### config.mk
export PLATFORM = sky130hd
export DESIGN_NAME = tinyqv_data_responder
export DESIGN_NICKNAME = d
export VERILOG_FILES = /design/src/rtl/tinyqv_resp_pkg.sv /design/src/rtl/tinyqv_resp_ram.sv /design/src/rtl/tinyqv_data_responder.sv
export SDC_FILE = /design/constraint.sdc
export NUM_CORES = 1
export LEC_CHECK = 0
export CORE_ASPECT_RATIO = 0.7
export CORE_MARGIN = 2
export CORE_UTILIZATION = 58
export CTS_CLUSTER_DIAMETER = 50
export CTS_CLUSTER_SIZE = 16
export DETAILED_ROUTE_END_ITERATION = 7
export PLACE_DENSITY_LB_ADDON = 0.2
export SYNTH_ARGS = -nofsm -noshare
export SYNTH_HDL_FRONTEND = slang
export SYNTH_HIERARCHICAL = 1
export SYNTH_SLANG_ARGS = --single-unit
### constraint.sdc
create_clock -name clk -period 3.4 [get_ports clk]
set_input_delay 0.68 -clock clk [delete_from_list [all_inputs] [get_ports clk]]
set_output_delay 0.68 -clock clk [all_outputs]
set_load 0.02 [all_outputs]
### src/rtl/tinyqv_resp_pkg.sv
// Shared definitions for the TinyQV data responder: access-size codes and FSM states.
package tinyqv_resp_pkg;

    localparam logic [1:0] SIZE_BYTE = 2'b00;
    localparam logic [1:0] SIZE_HALF = 2'b01;
    localparam logic [1:0] SIZE_WORD = 2'b10;

    typedef enum logic [1:0] {
        ST_IDLE    = 2'd0,
        ST_WAIT    = 2'd1,
        ST_RESPOND = 2'd2
    } resp_state_t;

    // Byte lanes touched by a store of the given size at the given byte offset.
    function automatic logic [3:0] store_lanes(input logic [1:0] size, input logic [1:0] offset);
        case (size)
            SIZE_BYTE: store_lanes = 4'b0001 << offset;
            SIZE_HALF: store_lanes = offset[1] ? 4'b1100 : 4'b0011;
            default:   store_lanes = 4'b1111;
        endcase
    endfunction

endpackage

### src/rtl/tinyqv_resp_ram.sv
// Word array with per-byte write enables and asynchronous read; contents survive reset.
module tinyqv_resp_ram #(
    parameter int ADDR_WORDS_LOG2 = 4
) (
    input  logic                       clk,
    input  logic [3:0]                 we,
    input  logic [ADDR_WORDS_LOG2-1:0] waddr,
    input  logic [31:0]                wdata,
    input  logic [ADDR_WORDS_LOG2-1:0] raddr,
    output logic [31:0]                rdata
);

    logic [31:0] mem [2**ADDR_WORDS_LOG2];

    always_ff @(posedge clk) begin
        for (int i = 0; i < 4; i++) begin
            if (we[i]) begin
                mem[waddr][8*i +: 8] <= wdata[8*i +: 8];
            end
        end
    end

    assign rdata = mem[raddr];

endmodule

### src/rtl/tinyqv_data_responder.sv
// Nibble-serial data memory responder for the TinyQV core.
// Optional address/alignment fault checking is enabled by defining TINYQV_RESP_ERR_EN.
module tinyqv_data_responder
    import tinyqv_resp_pkg::*;
#(
    parameter int ADDR_WORDS_LOG2 = 4,
    parameter int LATENCY         = 1
) (
    input  logic        clk,
    input  logic        rstn,
    input  logic [2:0]  counter,
    input  logic        is_load,
    input  logic        is_store,
    input  logic [2:0]  mem_op,
    input  logic [27:0] addr_in,
    input  logic        address_ready,
    input  logic [3:0]  store_data,
    output logic [3:0]  load_data,
    output logic        load_data_ready,
    output logic        access_err
);

    localparam int         WB       = ADDR_WORDS_LOG2;
    localparam logic [1:0] LAT_INIT = 2'(LATENCY);

    resp_state_t   state, state_next;
    logic [1:0]    rounds, rounds_next;
    logic [31:0]   capture, capture_next;
    logic [WB-1:0] ld_idx;
    logic [1:0]    ld_off;
    logic          ld_err;
    logic          latch_load;
    logic          err_next;
    logic          fault;
    logic [3:0]    ram_we;
    logic [31:0]   ram_wdata;
    logic [31:0]   ram_rdata;
    logic [31:0]   shifted;
    logic [1:0]    size;
    logic [WB-1:0] word_idx;
    logic          unused_bits;

    assign size     = mem_op[1:0];
    assign word_idx = addr_in[WB+1:2];

    // The nibble arriving at counter 7 is merged in combinationally so a store commits on that same edge.
    assign capture_next = {store_data, capture[31:4]};

`ifdef TINYQV_RESP_ERR_EN
    assign fault = (addr_in[27:WB+2] != '0)
                || ((size == SIZE_HALF) && addr_in[0])
                || ((size == SIZE_WORD) && (addr_in[1:0] != 2'b00));
    assign unused_bits = mem_op[2];
`else
    assign fault       = 1'b0;
    assign unused_bits = ^{mem_op[2], addr_in[27:WB+2]};
`endif

    always_comb begin
        case (size)
            SIZE_BYTE: ram_wdata = {4{capture_next[7:0]}};
            SIZE_HALF: ram_wdata = {2{capture_next[15:0]}};
            default:   ram_wdata = capture_next;
        endcase
    end

    // Any address presented while a load is in flight is dropped and flagged, in every build.
    always_comb begin
        state_next  = state;
        rounds_next = rounds;
        latch_load  = 1'b0;
        err_next    = 1'b0;
        ram_we      = 4'b0000;
        case (state)
            ST_IDLE: begin
                if (address_ready && is_store) begin
                    err_next = fault;
                    if (!fault && rstn) begin
                        ram_we = store_lanes(size, addr_in[1:0]);
                    end
                end else if (address_ready && is_load) begin
                    err_next    = fault;
                    latch_load  = 1'b1;
                    state_next  = ST_WAIT;
                    rounds_next = LAT_INIT;
                end
            end
            ST_WAIT: begin
                err_next = address_ready;
                if (counter == 3'd7) begin
                    if (rounds <= 2'd1) begin
                        state_next  = ST_RESPOND;
                        rounds_next = 2'd0;
                    end else begin
                        rounds_next = rounds - 2'd1;
                    end
                end
            end
            ST_RESPOND: begin
                err_next = address_ready;
                if (counter == 3'd7) begin
                    state_next = ST_IDLE;
                end
            end
            default: state_next = ST_IDLE;
        endcase
    end

    always_ff @(posedge clk) begin
        if (!rstn) begin
            state      <= ST_IDLE;
            rounds     <= 2'd0;
            access_err <= 1'b0;
        end else begin
            state      <= state_next;
            rounds     <= rounds_next;
            access_err <= err_next;
        end
    end

    always_ff @(posedge clk) begin
        if (is_store) begin
            capture <= capture_next;
        end
        if (latch_load) begin
            ld_idx <= word_idx;
            ld_off <= addr_in[1:0];
            ld_err <= fault;
        end
    end

    tinyqv_resp_ram #(
        .ADDR_WORDS_LOG2(WB)
    ) u_ram (
        .clk   (clk),
        .we    (ram_we),
        .waddr (word_idx),
        .wdata (ram_wdata),
        .raddr (ld_idx),
        .rdata (ram_rdata)
    );

    assign shifted         = ram_rdata >> {ld_off, 3'b000};
    assign load_data_ready = (state == ST_RESPOND);
    assign load_data       = (load_data_ready && !ld_err) ? shifted[{counter, 2'b00} +: 4] : 4'h0;

endmodule
==> impl_results.md, run 1 <==
* Syn Std Cell Area at 21,800 um2
* Compound-Gate Fraction of Synth Area at 0.0328
* Post-synth EDFFs at 546
* Worst Setup Slack, final at -0.551 ns
* Via-to-Cell Ratio at 6.55
* CP bufs+invs at 5
* First-pass DRT Iterations at 6
* Sequential area share after synthesis at 0.758
* Req. time, crit path at 2.72 ns
* Setup Slack @ Placement at -0.455 ns
* First-pass GRT wire length at 73,200 um
* CP endpoint kind: primary output
* Power per standard cell area at 519 nW/um2
* Slew headroom at 0.177
* Clock transition at path regs at 0.07 ns
* Outcome: finished with violations
* Synth Flop Type: edfxtp_1
* IO Port Bufs at 25
* Failing checks: negative setup slack
* CTS tree: done
* Clock Path Buffers at 3
* Top cell family by delay on the critical path: multiplexers
* Endpoints failing hold at 0
* Hold-fix buffers, CTS at 0
* DR iter-0 viols at 1,392
* Core area at 37,100 um2
* Clk Latency, worst-skew pair at about 0.57 ns
* LEAKAGE at 8.20 nW
* Clock sink count at between 500 and 600
* Max Slew Vio Count at 0
* Post-synthesis adder-cell area fraction at 0.00230
* FP Rows at 59
* Critical Path Start: ld_idx[0]$_DFFE_PP_
* Fmax at 0.253 GHz
* Fin crit period at 3.95 ns
* Initial antenna violation count at 0
* Final setup violation count at 4
* Worst clock skew at slightly below 0.03 ns
* CTS root buf: clkbuf_16
* Crit path max fanout at 7
* Total number of vias at 11,100
* Startpoint Class: flip-flop
* Largest family of logic cells by synthesized area: multiplexers
* Largest stage delay, worst path at approximately 0.50 ns
* Post-Synth Simple-Gate Area at 0.0388
* Crit Reg-Reg Startpoint: state[1]$_SDFFE_PN0P_
* Synth Area in XOR/XNOR at 0.000402
* Syn Area/Cell at 20.9 um2
* Post-DRT Antenna Nets at 0
* Die W at 236 um
* Post-layout power at 13.1 mW
* Setup TNS at -2.05 ns
* Area grow syn2layout at 16.1%
* Cells after synthesis at 1,043
* Multiplexer share of the synthesized area at 0.155
* Gr ovfl total at 0
* Die Y at between 150 and 200 um
* Pin count of the biggest net entering global routing at 31
* Gr usage total at 0.261
* H-tree Lvls at 2
* Post-synthesis cell type count at 45
* # IOs at 49
* Layout cells sized above 1 at 0.332
* Most common cell after layout, fill and taps aside: edfxtp_1
* Peak VDD IR at ~0.52 mV
* Crit-path slowest cell: mux4_2
* Final HPWL DP at approximately 32,000 um
* Crit path arrival time at about 3.3 ns
* Async SR Flop Fraction at 0
* Most frequent cells in the layout: edfxtp_1, mux4_2, buf_4
* DR WL/cell at 29.7 um
* Final nets at 1,223
* Initial Util at 0.588
* Worst Max-Slew Pin Slew at ~1.2 ns
* Path type of the worst min-delay path: flip-flop to flip-flop
* Die ar. at 39,100 um2
* Vias in the first global route at 11,000
* Max_cap viols at 0
* Unrepaired setup endpoints after global routing: yes
* Critical path type: flip-flop to primary output
* Remaining DRCs at 0
* Inserted Clock Buffers at 43
* Crit-path cells: buf_6 -> buf_12 -> buf_12 -> buf_4 -> mux4_2 -> a22oi_2 -> nand2_1 -> mux4_2 -> a32o_2 -> buf_6
* RePlAce Congestion at 0.881
* Count of state elements after synthesis at around 550
* DRT Wirelength at 50,100 um
* Min-delay src: capture[30]$_DFFE_PP_
* Post-synthesis net count at 1,090
* Yosys warns at 6
* Part of the cycle the worst path needs at 1.16
power by group:
group | internal (mW) | switching [mW]
clock | 2.58 | 2.27
combinational | 0.268 | 0.402
sequential | 7.56 | 0.0505
total | 10.4 | 2.72
per-stage QoR:
stage,instance area (um2),utilization,instances,hold slack (ns)
6_report,25300,0.682,1688,0.446
5_1_grt,25300,0.682,1687,0.454
4_1_cts,25100,0.678,1680,0.447
3_5_place_dp,23300,0.630,1595,0.428
3_3_place_gp,23300,0.630,1595,0.422
2_1_floorplan,21800,-,1043,0.420
what timing repair did:
item / 4_1_cts / 5_1_grt
setup buffers: 14 / 8
endpoints found under the setup margin: 4 / 4
cloned: 3 / 1
pin swaps: 20 / 13
resized for setup: 84 / 22
synth_stat cells, types with 2 or more instances:
cell      count  area (um2)
edfxtp_1    546       16400
mux4_2      134        3020
and2_1       65         407
a22oi_1      64         480
nand2_1      47         176
clkbuf_1     23        86.3
mux2_2       16         180
nor2_1       16        60.1
buf_2        13        65.1
mux2i_1      12         120
o21ai_0      12        60.1
buf_4        10        75.1
buf_1         9        33.8
nor3_1        8        40.0
a21oi_1       7        35.0
nand3_1       6        30.0
dfxtp_1       5         100
inv_1         5        18.8
nand2b_1      5        31.3
ha_1          4        50.1
a32o_1        3        30.0
nor2b_1       3        18.8
a21o_1        2        15.0
and3_1        2        12.5
mux2_1        2        22.5
mux2_4        2        30.0
o21ai_1       2        10.0
o221ai_1      2        17.5
o22ai_1       2        12.5
path summary, 6_finish.rpt:
kind,to,slack [ns],cells past startpoint
worst max-delay path,load_data[2],-0.55,10
worst min-delay path,capture[26]$_DFFE_PP_,0.45,0
worst max register to register,u_ram/mem[6][2]$_DFFE_PP_,0.92,7
worst min register to register,capture[26]$_DFFE_PP_,0.45,0
state kept, by name (all words and copies together), names as in the netlist:
signal / flops
access_err: 1
state: 2
rounds: 2
ld_off: 2
u_ram/mem: 512
capture: 28
ld_idx: 4
cells by family (layout without fill, tap and decap cells):
| family | Yosys count | count (layout) |
|---|---|---|
| fa+ha+maj | 4 | 4 |
| flops | 551 | 551 |
| xor+xnor | 1 | 1 |
| compound gates | 100 | 100 |
| other cells | 0 | 1 |
| simple gates | 160 | 160 |
| buf+inv | 61 | 217 |
| mux | 166 | 166 |
cell type report:
type,count,area [um2]
antenna,1,2.50
clock buffer,57,1170
clock inverter,11,124
fill,2288,11800
inverter,5,18.8
multi-input combinational,431,5280
sequential,551,16500
tap,488,611
timing repair buffer,144,1570
per-layer routing:
metal | GRT usage | part of all wire | vias up
li1 | - | - | 4601
met1 | 0.412 | 0.43 | 5839
met2 | 0.372 | 0.44 | 549
met3 | 0.0610 | 0.11 | 75
met4 | 0.0714 | 0.023 | 0
met5 | 0 | 0 | -
worst reg2reg max path, stage by stage, from the launching register on:
cell	delay, ns
dfxtp_1	0.33
inv_1	0.12
ha_1	0.35
and4_1	0.28
o21ai_0	0.13
a21oi_1	0.17
buf_4	0.24
and2_1	0.49
No activity file was read; power rests on OpenSTA's default activity.
==> run 2, diff against run 1 <==
--- a/config.mk
+++ b/config.mk
@@ -8,7 +8,6 @@
 export CORE_ASPECT_RATIO = 0.7
 export CORE_MARGIN = 2
 export CORE_UTILIZATION = 58
-export CTS_CLUSTER_DIAMETER = 50
 export CTS_CLUSTER_SIZE = 16
 export DETAILED_ROUTE_END_ITERATION = 7
 export PLACE_DENSITY_LB_ADDON = 0.2
==> impl_results.md, run 2 (same netlist as run 1, synthesis figures left out) <==
* Min-delay src: capture[21]$_DFFE_PP_
* # IOs at 49
* Endpoint, Worst Hold: capture[17]$_DFFE_PP_
* Most common cell after layout, fill and taps aside: edfxtp_1
* CTS tree: done
* Final HPWL DP at approximately 32,000 um
* Failing checks: negative setup slack
* IO Port Bufs at 25
* Power per standard cell area at 544 nW/um2
* Largest registers: u_ram/mem x512, capture x28, ld_idx x4
* Hold-fix buffers, CTS at 0
* Worst Setup Slack, final at -0.571 ns
* Final nets at between 1,000 and 1,500
* Remaining DRCs at 0
* Fin crit period at 3.97 ns
* Final setup violation count at 4
* Crit path arrival time at 3.29 ns
* DR WL/cell at 29.6 um
* Fmax at 0.252 GHz
* Crit path max fanout at 8
* First-pass DRT Iterations at 5
* Unrepaired setup endpoints after global routing: yes
* Worst clock skew at 0.0126 ns
* Slew headroom at 0.127
* Setup Slack @ Placement at -0.455 ns
* Most frequent cells in the layout: edfxtp_1, mux4_2, buf_4
* Post-Layout Cell Count at roughly 1,700
* R2R Path End: u_ram/mem[3][4]$_DFFE_PP_
* Clock transition at path regs at 0.06 ns
* Die Y at 166 um
* Clk Latency, worst-skew pair at just under 0.6 ns
* Worst R2R Path Depth at 7
* Clock Path Buffers at 3
* RePlAce Congestion at 0.881
* Clock sink count at 551
* Gr ovfl total at 0
* Placed insts at 1,595
* First-pass GRT wire length at 73,700 um
* Crit Reg-Reg Startpoint: state[0]$_SDFFE_PN0P_
* Outcome: finished with violations
* Req. time, crit path at 2.72 ns
* Setup TNS at -2.17 ns
* Critical path type: flip-flop to primary output
* Worst Max-Slew Pin Slew at ~1.3 ns
* Hold path depth at 0
* Core area at 37,100 um2
* Area grow syn2layout at 16.8%
* FF-to-FF setup slack at 0.94 ns
* Pin count of the biggest net entering global routing at 31
* Diodes inserted at 0
* Layout cells sized above 1 at 0.323
* FP Rows at 59
* H-tree Lvls at 2
* Reg with most FFs: u_ram/mem
* Path type of the worst min-delay path: flip-flop to flip-flop
* Max_cap viols at 0
* Part of the cycle the worst path needs at 1.17
* Total number of vias at 11,200
* CTS root buf: clkbuf_16
* Post-layout power at 13.8 mW
* Inserted Clock Buffers at 50
* CP endpoint kind: primary output
* Startpoint Class: flip-flop
* DRT Wirelength at approximately 50,000 um
* Die W at 236 um
* Initial antenna violation count at 0
* Max Slew Vio Count at 0
* Via-to-Cell Ratio at 6.58
* DR iter-0 viols at 1,422
* Die ar. at 39,100 um2
* Core Util, Final at 0.686
* Gr usage total at 0.264
* Vias in the first global route at 11,000
* Peak VDD IR at 0.480 mV
* Post-DRT Antenna Nets at 0
* LEAKAGE at 8.28 nW
* Max FFs per register at 512
* Endpoints failing hold at 0
* Initial Util at 0.588
-- run 2: cell count changes in the layout (fill, tap and decap cells not counted), sizes merged --
cell,change
bufinv,+3
diode,-1
buf,-11
clkinv,+17
clkinvlp,+1
clkbuf,+3
inv,-3
-- run 2: layout make-up --
class	count	area, um2
flip-flops and latches	551	16500
fillers	2262	11600
multi-input cells	431	5250
repair buffers	132	1440
clock buffers	61	1360
well taps	488	611
clock inverters	29	258
inverters	5	18.8
-- run 2: metrics by stage --
stage	hold slack (ns)	instance area [um2]
3_3_place_gp	0.422	23300
3_5_place_dp	0.428	23300
2_1_floorplan	0.420	21800
4_1_cts	0.443	25500
6_report	0.444	25400
5_1_grt	0.453	25400
-- run 2: how the worst max path moves through the flow --
stage / endpoint / startpoint / cells after the start / slack, ns
floorplan: load_data[0] / ld_idx[0]$_DFFE_PP_ / 9 / 0.39
detailed placement: load_data[2] / ld_idx[0]$_DFFE_PP_ / 9 / -0.46
global route: load_data[1] / ld_idx[0]$_DFFE_PP_ / 10 / -0.65
CTS: load_data[1] / ld_idx[0]$_DFFE_PP_ / 9 / -0.54
finish: load_data[1] / ld_idx[0]$_DFFE_PP_ / 10 / -0.57
global placement: load_data[1] / ld_idx[0]$_DFFE_PP_ / 10 / -0.46
-- run 2: critical path, stage by stage, from the launching register on --
cell and delay, ns:
edfxtp_1 0.43, buf_8 0.20, buf_12 0.16, mux4_2 0.52, a22oi_2 0.28, nand2_1 0.14
mux2_4 0.30, o221ai_4 0.14, o21ai_2 0.10, a32o_2 0.30, buf_6 0.13
-- run 2: routing by layer --
layer  wire length, um  vias to the layer above  global-route usage
met4              1090                        0              0.0681
li1                  -                     4596                   -
met2             22600                      591               0.381
met1             21500                     5905               0.419
met5                 0                        -                   0
met3              4960                       74              0.0527
-- run 2: report_power, final --
part,total [mW],leakage [nW],switching (mW),internal (mW)
Sequential,7.61,4.97,0.0508,7.56
Combinational,0.659,2.52,0.399,0.260
Clock,5.56,0.787,2.36,3.20
Total,13.8,8.28,2.81,11.0
-- run 2: timing repair --
action	in CTS	in global routing
setup endpoints to repair	4	4
gates cloned	3	0
resized for setup	86	8
setup buffers	11	0
pin swaps	19	10
==> run 3, diff against run 2 <==
--- a/config.mk
+++ b/config.mk
@@ -7,7 +7,7 @@
 export LEC_CHECK = 0
 export CORE_ASPECT_RATIO = 0.7
 export CORE_MARGIN = 2
-export CORE_UTILIZATION = 58
+export CORE_UTILIZATION = 45
 export CTS_CLUSTER_SIZE = 16
 export DETAILED_ROUTE_END_ITERATION = 7
 export PLACE_DENSITY_LB_ADDON = 0.2
==> impl_results.md, run 3 (same netlist as run 1, synthesis figures left out) <==
* Clock sink count at 551
* Vias in the first global route at 11,000
* Power per standard cell area at 537 nW/um2
* Metal-1 WL at 24,700 um
* Crit path max fanout at 7
* Hold-fix buffers, CTS at 0
* Post-DRT Antenna Nets at 0
* Startpoint Class: flip-flop
* Part of the cycle the worst path needs at 1.19
* Layout cells sized above 1 at 0.345
* FF-to-FF setup slack at 0.91 ns
* Inserted Clock Buffers at between 50 and 60
* Endpoints failing hold at 0
* Via-to-Cell Ratio at roughly 6
* Outcome: finished with violations
* Crit Reg-Reg Startpoint: state[1]$_SDFFE_PN0P_
* Slew headroom at 0.402
* Total number of vias at approximately 11,000
* Hold WS at ~0.45 ns
* Largest registers: u_ram/mem x512, capture x28, ld_idx x4
* RePlAce Congestion at 0.846
* Highest metal used: met5
* Gr usage total at 0.207
* Max FFs per register at 512
* Clk Latency, worst-skew pair at 0.57 ns
* CTS root buf: clkbuf_16
* Gr ovfl total at 0
* Filler cells at between 3,000 and 4,000
* Final HPWL DP at 33,000 um
* # IOs at 49
* Switching pwr at 2.90 mW
* Setup TNS at -2.43 ns
* CTS tree: done
* H-tree Lvls at 2
* Setup Slack @ Placement at -0.526 ns
* Clk pwr share at 0.405
* Crit path arrival time at 3.36 ns
* Worst Max-Slew Pin Slew at 0.897 ns
* Final nets at 1,256
* Seq pwr share at 0.545
* Initial Util at 0.456
* Most frequent cells in the layout: edfxtp_1, mux4_2, buf_4
* Register area at about 16,000 um2
* Pin count of the biggest net entering global routing at 30
* Clock Path Buffers at 3
* Initial antenna violation count at 4
* Min-delay src: capture[28]$_DFFE_PP_
* DRT Wirelength at 51,400 um
* Failing checks: negative setup slack
* Reg with most FFs: u_ram/mem
* Fin crit period at 4.04 ns
* Clock transition at path regs at roughly 0.07 ns
* Core area at between 40,000 and 50,000 um2
* LEAKAGE at 8.53 nW
* Die ar. at 50,200 um2
* DR WL/cell at 27.4 um
* FP Rows at 67
* Unrepaired setup endpoints after global routing: yes
* Max Slew Vio Count at 0
* Endpoint, Worst Hold: capture[24]$_DFFE_PP_
* Worst R2R Path Depth at 7
* Switch share at 0.208
* Met3 WL at 4080 um
* Combinational Power Share at 0.049
* Most common cell after layout, fill and taps aside: edfxtp_1
* Peak VDD IR at 0.435 mV
* R2R Path End: u_ram/mem[11][17]$_DFFE_PP_
* Req. time, crit path at 2.72 ns
* First-pass DRT Iterations at 5
* Metal2 WL at 21,700 um
* Cell-internal power at 11.1 mW
* Path type of the worst min-delay path: flip-flop to flip-flop
* IO Port Bufs at 25
* Max_cap viols at 0
* Hold path depth at 0
* DR iter-0 viols at 1,238
* Diodes inserted at 0
* Die W at 267 um
* Fmax at 0.248 GHz
* CP endpoint kind: primary output
* Worst Setup Slack, final at -0.636 ns
* Final setup violation count at 4
* Die Y at 188 um
* First-pass GRT wire length at 74,900 um
* Worst clock skew at 0.0154 ns
* Critical path type: flip-flop to primary output
* Area occupied by multi-input gates at 5270 um2
* Remaining DRCs at 0
* Area grow syn2layout at 19.3%
run 3: final cells by class:
type / instances / area share
clock buffers: 61 / 0.0522
repair buffers: 169 / 0.0685
flip-flops and latches: 551 / 0.635
clock inverters: 34 / 0.0108
inverters: 5 / 0.000723
multi-input cells: 431 / 0.203
well taps: 621 / 0.0299
run 3: metrics by stage:
| step | cell area (um2) | std cells | utilization | total power [mW] |
|---|---|---|---|---|
| global route | 26000 | 1872 | 0.544 | 14.4 |
| floorplan | 21800 | 1043 | - | 8.06 |
| CTS | 25900 | 1873 | 0.543 | 14.1 |
| finish | 26000 | 1872 | 0.544 | 14.0 |
| detailed placement | 23700 | 1759 | 0.496 | 8.39 |
| global placement | 23700 | 1759 | 0.496 | 8.37 |
run 3: worst max path at each step:
stage	start	to	cells after the start	slack (ns)
after floorplan	ld_idx[0]$_DFFE_PP_	load_data[0]	9	0.39
after global placement	ld_idx[0]$_DFFE_PP_	load_data[1]	10	-0.52
after detailed placement	ld_idx[0]$_DFFE_PP_	load_data[1]	10	-0.53
after CTS	ld_idx[0]$_DFFE_PP_	load_data[1]	11	-0.60
after global routing	ld_idx[0]$_DFFE_PP_	load_data[1]	12	-0.72
final	ld_idx[0]$_DFFE_PP_	load_data[1]	12	-0.64
run 3: power by group through the flow:
stage	clock network, mW	logic, mW	registers (mW)
final	5.66	0.686	7.61
after global routing	6.04	0.732	7.62
after CTS	5.76	0.679	7.62
after detailed placement	0	0.625	7.76
after global placement	0	0.612	7.76
after floorplan	0	0.325	7.73
run 3: timing repair:
item	in CTS	in global routing
cloned	6	0
resized for setup	87	12
endpoints found under the setup margin	4	4
buffers inserted	14	0
pin swaps	22	7
run 3: layer usage:
layer	up-vias	track usage
met5	-	0.0135
met2	406	0.287
met1	5794	0.336
li1	4675	-
met3	55	0.0449
met4	2	0.0415
run 3: worst max-delay path, stage by stage (launching register included):
cell and delay [ns]:
edfxtp_1 0.39, buf_6 0.19, buf_12 0.19, buf_12 0.12, buf_16 0.10, mux4_2 0.50, a22oi_2 0.17, nand2_1 0.11
mux2_4 0.30, o221ai_4 0.16, o21ai_4 0.11, a32o_2 0.30, buf_6 0.13
